--- src/rtl/exec_mul_sequencer.sv ---
// Multi-cycle radix-2 shift-add multiplier with sequencing FSM for the execute stage.
// Optional build macro MUL_EARLY_OUT_EN: finish as soon as the remaining multiplier bits are zero.
module exec_mul_sequencer #(
   parameter int unsigned XLEN  = 32,
   parameter int unsigned CNT_W = 6
) (
   input  logic            clk,
   input  logic            rst,
   input  logic            req_valid,
   output logic            req_ready,
   input  logic [XLEN-1:0] operand_A,
   input  logic [XLEN-1:0] operand_B,
   input  logic            flush,
   output logic            stall,
   output logic            resp_valid,
   output logic [XLEN-1:0] mul_result
);

   typedef enum logic [1:0] {
      S_IDLE,
      S_RUN,
      S_DONE
   } state_t;

   localparam logic [CNT_W-1:0] LAST_CNT = CNT_W'(XLEN - 1);

   state_t            state_q, state_d;
   logic [XLEN-1:0]   mcand_q, mcand_d;
   logic [XLEN-1:0]   mplier_q, mplier_d;
   logic [XLEN-1:0]   acc_q, acc_d;
   logic [XLEN-1:0]   mul_result_q, mul_result_d;
   logic [CNT_W-1:0]  count_q, count_d;
   logic              last_step;

   always_comb begin
      state_d      = state_q;
      mcand_d      = mcand_q;
      mplier_d     = mplier_q;
      acc_d        = acc_q;
      count_d      = count_q;
      mul_result_d = mul_result_q;
      req_ready    = (state_q == S_IDLE);
      stall        = 1'b0;
      resp_valid   = 1'b0;
      last_step    = 1'b0;

      case (state_q)
         S_IDLE: begin
            if (req_valid && !flush) begin
               stall    = 1'b1;
               mcand_d  = operand_A;
               mplier_d = operand_B;
               acc_d    = '0;
               count_d  = '0;
               state_d  = S_RUN;
            end
         end

         S_RUN: begin
            stall = 1'b1;
            if (flush) begin
               state_d = S_IDLE;
            end else begin
               if (mplier_q[0]) begin
                  acc_d = acc_q + mcand_q;
               end
               mcand_d   = mcand_q << 1;
               mplier_d  = mplier_q >> 1;
               count_d   = count_q + 1'b1;
               last_step = (count_q == LAST_CNT);
`ifdef MUL_EARLY_OUT_EN
               last_step = last_step || (mplier_d == '0);
`endif
               // Result is captured on entry to DONE so it is valid alongside resp_valid.
               if (last_step) begin
                  mul_result_d = acc_d;
                  state_d      = S_DONE;
               end
            end
         end

         S_DONE: begin
            resp_valid = 1'b1;
            state_d    = S_IDLE;
         end

         default: begin
            state_d = S_IDLE;
         end
      endcase
   end

   always_ff @(posedge clk) begin
      if (rst) begin
         state_q      <= S_IDLE;
         mcand_q      <= '0;
         mplier_q     <= '0;
         acc_q        <= '0;
         count_q      <= '0;
         mul_result_q <= '0;
      end else begin
         state_q      <= state_d;
         mcand_q      <= mcand_d;
         mplier_q     <= mplier_d;
         acc_q        <= acc_d;
         count_q      <= count_d;
         mul_result_q <= mul_result_d;
      end
   end

   assign mul_result = mul_result_q;

endmodule

--- config.mk ---
export PLATFORM = sky130hd
export DESIGN_NAME = exec_mul_sequencer
export DESIGN_NICKNAME = d
export VERILOG_FILES = /design/src/rtl/exec_mul_sequencer.sv
export SDC_FILE = /design/constraint.sdc
export NUM_CORES = 1
export LEC_CHECK = 0
export ABC_AREA = 1
export BUFFER_PORTS_ARGS = -buffer_cell sky130_fd_sc_hd__buf_2
export CAP_MARGIN = 0
export CORE_MARGIN = 2
export CORE_UTILIZATION = 60
export CTS_CLUSTER_SIZE = 40
export DETAILED_ROUTE_END_ITERATION = 10
export HOLD_SLACK_MARGIN = 0.02
export PLACE_DENSITY_LB_ADDON = 0.25
export SKIP_LAST_GASP = 1
export SLEW_MARGIN = 20
export SYNTH_ARGS = -nofsm -noshare
export SYNTH_HDL_FRONTEND = slang
export SYNTH_SLANG_ARGS = --single-unit
export TNS_END_PERCENT = 10
--- constraint.sdc ---
create_clock -name clk -period 4.8 [get_ports clk]
set_input_delay 0.96 -clock clk [delete_from_list [all_inputs] [get_ports clk]]
set_output_delay 0.96 -clock clk [all_outputs]
set_load 0.05 [all_outputs]
==> results.yml <==
cts:
  cts.htree.levels: 4
  clock_latency_ns: 0.43
  ctsHoldBuffers: 0
  cts_num_sinks: 136
  cts-resized-gates: 0
  cts_tree: "yes"
  ctsLongestPathBuffers: 2
  clk_root_buffer_cell: "sky130_fd_sc_hd__clkbuf_16"
  worst_setup_hold_path_clk_slew_ns: 0.06
  post_cts.repair.setup_buffers: 0
  tritoncts.num_buffers: 17
cells_and_area:
  seqCellArea_um2: 2720
  fill_cells: 1158
  multi_input_comb_area_um2: 4480
  final_core_util_pct: 69.7
  antennaDiodeCount: 0
  num-nets-final: 1468
  drive_above_1_share_pct: 12.8
  area_delta_synth_final_pct: 14.0
sta:
  fmax_ghz: 0.360
  final_clock_period_utilization_by_the_worst_path_pct: 57.8
  fin_ws_ns: 2.02
  final-setup-viol-count: 0
  drv_slew: 0
  minimum_period_implied_by_the_final_worst_setup_slack_ns: 2.78
  max_slew_margin_pct: 49.1
  clock-skew-final_ns: 0.00638
  final.setup.tns_ns: 0
  timing.final.hold_violations: 0
  worst-slew-pin-transition_ns: 0.764
  rsz0062_at_grt: "no"
global_route:
  grt_max_degree: 63
  first_pass_grt_wire_length_um: 35800
  grt_overflow: 0
  antenna_found_initial: 0
  grt_pass1_vias: 7724
  global_route.usage.total_pct: 30.7
routing:
  detailroute.via_count: 8200
  detail_route.iter0.violations: 565
  drt_drc_violations_left: 0
  wl_per_cell_um: 13.5
  drtAntennaViolNets: 0
  drt_pass1_iterations: 6
  routed_via_density: 5.27
  wl_final_um: 21000
critical_path:
  setup.worst_path.class: "flip-flop to flip-flop"
  start_kind: "flip-flop"
  cp_data_arrival_time_ns: 3.10
  crit_slowest_cell: "sky130_fd_sc_hd__nor2_8"
  critical_path.max_stage_delay_ns: 0.61
  regToRegSetupSlack_ns: 2.02
  crit_buf_inv: 4
  reg_to_reg_startpoint: "state_q[1]$_SDFFE_PP0P_"
  critical_path.top_delay_family: "simple AND/OR/NAND/NOR gates"
  required_ns: 5.12
  cp_max_fo: 52
  endpoint_of_the_worst_register_to_register_path: "mul_result[11]$_SDFFE_PP0P_"
  ff2ff_path_depth: 8
  cp-end-kind: "flip-flop"
  critical_path.cell_chain: "inv_1 > nand2_1 > nor2_4 > inv_2 > nor2_8 > inv_2 > o21ai_1 > inv_1"
die:
  floorplan.die.height_um: 120
  ios: 103
  dieWidth_um: 120
  die_area_um2: 14400
  start_util_pct: 61.2
  placeableCoreArea_um2: 13200
  core.rowCount: 42
synthesis:
  synthesis.area_per_instance_um2: 6.22
  yosys_register_bits: 136
  synth_async_sr_flop_share_pct: 0
  synth_top_cell_area_share_pct: 33.8
  yosys.area.top_type: "sky130_fd_sc_hd__dfxtp_1"
  post_synth_num_cell_types: 40
  post_synth_inst_count: 1296
  synth_sequential_area_ratio_pct: 33.8
  synthesis.yosys.warnings: 0
  most_numerous_cell_in_the_yosys_netlist: "sky130_fd_sc_hd__nand2_1"
  yosys-top-cells-count: "sky130_fd_sc_hd__nand2_1, sky130_fd_sc_hd__inv_1, sky130_fd_sc_hd__dfxtp_1, sky130_fd_sc_hd__nor2_1, sky130_fd_sc_hd__a31oi_1"
  synth_top_cells_by_area: "sky130_fd_sc_hd__dfxtp_1, sky130_fd_sc_hd__nand2_1, sky130_fd_sc_hd__inv_1"
  synth_enable_flop_cells: 0
  postSynth.topFlopCell: "sky130_fd_sc_hd__dfxtp_1"
  synth_area_um2: 8070
  mappedNetlistNets: 1397
place:
  hpwlAfterDp_um: 14600
  gp_congestion: 0.956
  port-buffer-count: 102
  dp_worst_setup_slack_ns: 1.81
job:
  number_of_max_capacitance_violations_reported: 0
pwr:
  comb_power_share_pct: 10.0
  static-leakage-power_nw: 4.59
  netSwitchingFraction_pct: 27.0
  clock_power_share_pct: 47.0
  p_int_w: 0.00205
  switchingPower_w: 0.000756
  sequential_group_share_of_total_power_pct: 43.0
  max-vdd-ir-drop_mv: 0.304
  powerDensity_nw_per_um2: 305
min_path:
  whs_endpoint: "mplier_q[31]$_SDFFE_PP0P_"
  hold_path_startpoint: "mplier_q[31]$_SDFFE_PP0P_"
  min_delay_path_depth: 2
  holdCritPathClass: "flip-flop to flip-flop"
outcome:
  run_status: "finished clean"
[sequential cells by signal, summed over array words and instances (netlist names)]
name / flops
acc_q: 32
count_q: 6
mcand_q: 32
mplier_q: 32
mul_result: 32
state_q: 2
[worst max path at each step]
stage | from | endpoint | slack [ns] | cells past startpoint
global route | state_q[0]$_SDFFE_PP0P_ | mul_result[9]$_SDFFE_PP0P_ | 1.67 | 7
CTS | state_q[1]$_SDFFE_PP0P_ | count_q[1]$_SDFFE_PP0P_ | 1.99 | 6
global placement | flush | mul_result[13]$_SDFFE_PP0P_ | 1.84 | 7
floorplan | flush | stall | 2.34 | 3
detailed placement | flush | mul_result[9]$_SDFFE_PP0P_ | 1.81 | 7
finish | state_q[1]$_SDFFE_PP0P_ | mul_result[11]$_SDFFE_PP0P_ | 2.02 | 8
[cell families (layout without fill, tap and decap cells)]
| logic type | Yosys count | in the layout | synth area share [%] |
|---|---|---|---|
| simple gates | 688 | 688 | 34.6 |
| buf+inv | 221 | 305 | 10.7 |
| compound gates | 201 | 201 | 13.9 |
| flops | 136 | 136 | 33.8 |
| fa+ha+maj | 33 | 33 | 5.21 |
| xor+xnor | 15 | 15 | 1.63 |
| mux | 2 | 2 | 0.248 |
[cell usage in the layout (no fill, tap or decap), types with 15 or more instances in the layout]
cell and count:
sky130_fd_sc_hd__o21ai_0 49, sky130_fd_sc_hd__buf_2 102, sky130_fd_sc_hd__inv_1 156, sky130_fd_sc_hd__nor2_1 93
sky130_fd_sc_hd__ha_1 32, sky130_fd_sc_hd__nand2_1 500, sky130_fd_sc_hd__dfxtp_1 136, sky130_fd_sc_hd__or2_2 17
sky130_fd_sc_hd__nand3_1 56, sky130_fd_sc_hd__clkbuf_16 17, sky130_fd_sc_hd__a21oi_1 58, sky130_fd_sc_hd__o21ai_1 19
sky130_fd_sc_hd__a31oi_1 62, sky130_fd_sc_hd__xnor2_1 15
[through the flow]
step / hold slack [ns] / std cells / cell area (um2) / total power, W
final: 0.474 / 1556 / 9200 / 0.00280
after global placement: 0.452 / 1524 / 8610 / 0.00150
after detailed placement: 0.469 / 1524 / 8610 / 0.00150
after floorplan: 0.441 / 1296 / 8070 / 0.00142
after CTS: 0.478 / 1556 / 9200 / 0.00281
after global routing: 0.503 / 1556 / 9200 / 0.00290
[worst min-delay path, cell delays in order (launching register included)]
cell                      delay [ns]
sky130_fd_sc_hd__dfxtp_1        0.31
sky130_fd_sc_hd__nand2_1        0.06
sky130_fd_sc_hd__a21oi_1        0.05
[power groups by stage]
| stage | Clock [W] | Combinational, W | Sequential [W] |
|---|---|---|---|
| after CTS | 0.00133 | 0.000278 | 0.00120 |
| after global routing | 0.00138 | 0.000316 | 0.00121 |
| after detailed placement | 0 | 0.000276 | 0.00123 |
| after floorplan | 0 | 0.000201 | 0.00122 |
| final | 0.00132 | 0.000280 | 0.00121 |
| after global placement | 0 | 0.000270 | 0.00123 |
[routing by layer]
| layer | vias up | routed length, um | GRT usage [%] |
|---|---|---|---|
| li1 | 4230 | - | - |
| met1 | 3681 | 9550 | 40.4 |
| met2 | 253 | 9570 | 49.6 |
| met3 | 36 | 1440 | 6.51 |
| met4 | 0 | 477 | 11.0 |
| met5 | - | 0 | 0 |
[cell type report]
class / count / area share (%)
timing repair buffer: 109 / 6.12
clock inverter: 14 / 1.77
clock buffer: 18 / 4.67
sequential: 136 / 29.6
tap: 176 / 2.39
multi-input combinational: 939 / 48.7
inverter: 164 / 6.71
(Power assumes the default switching activity.)
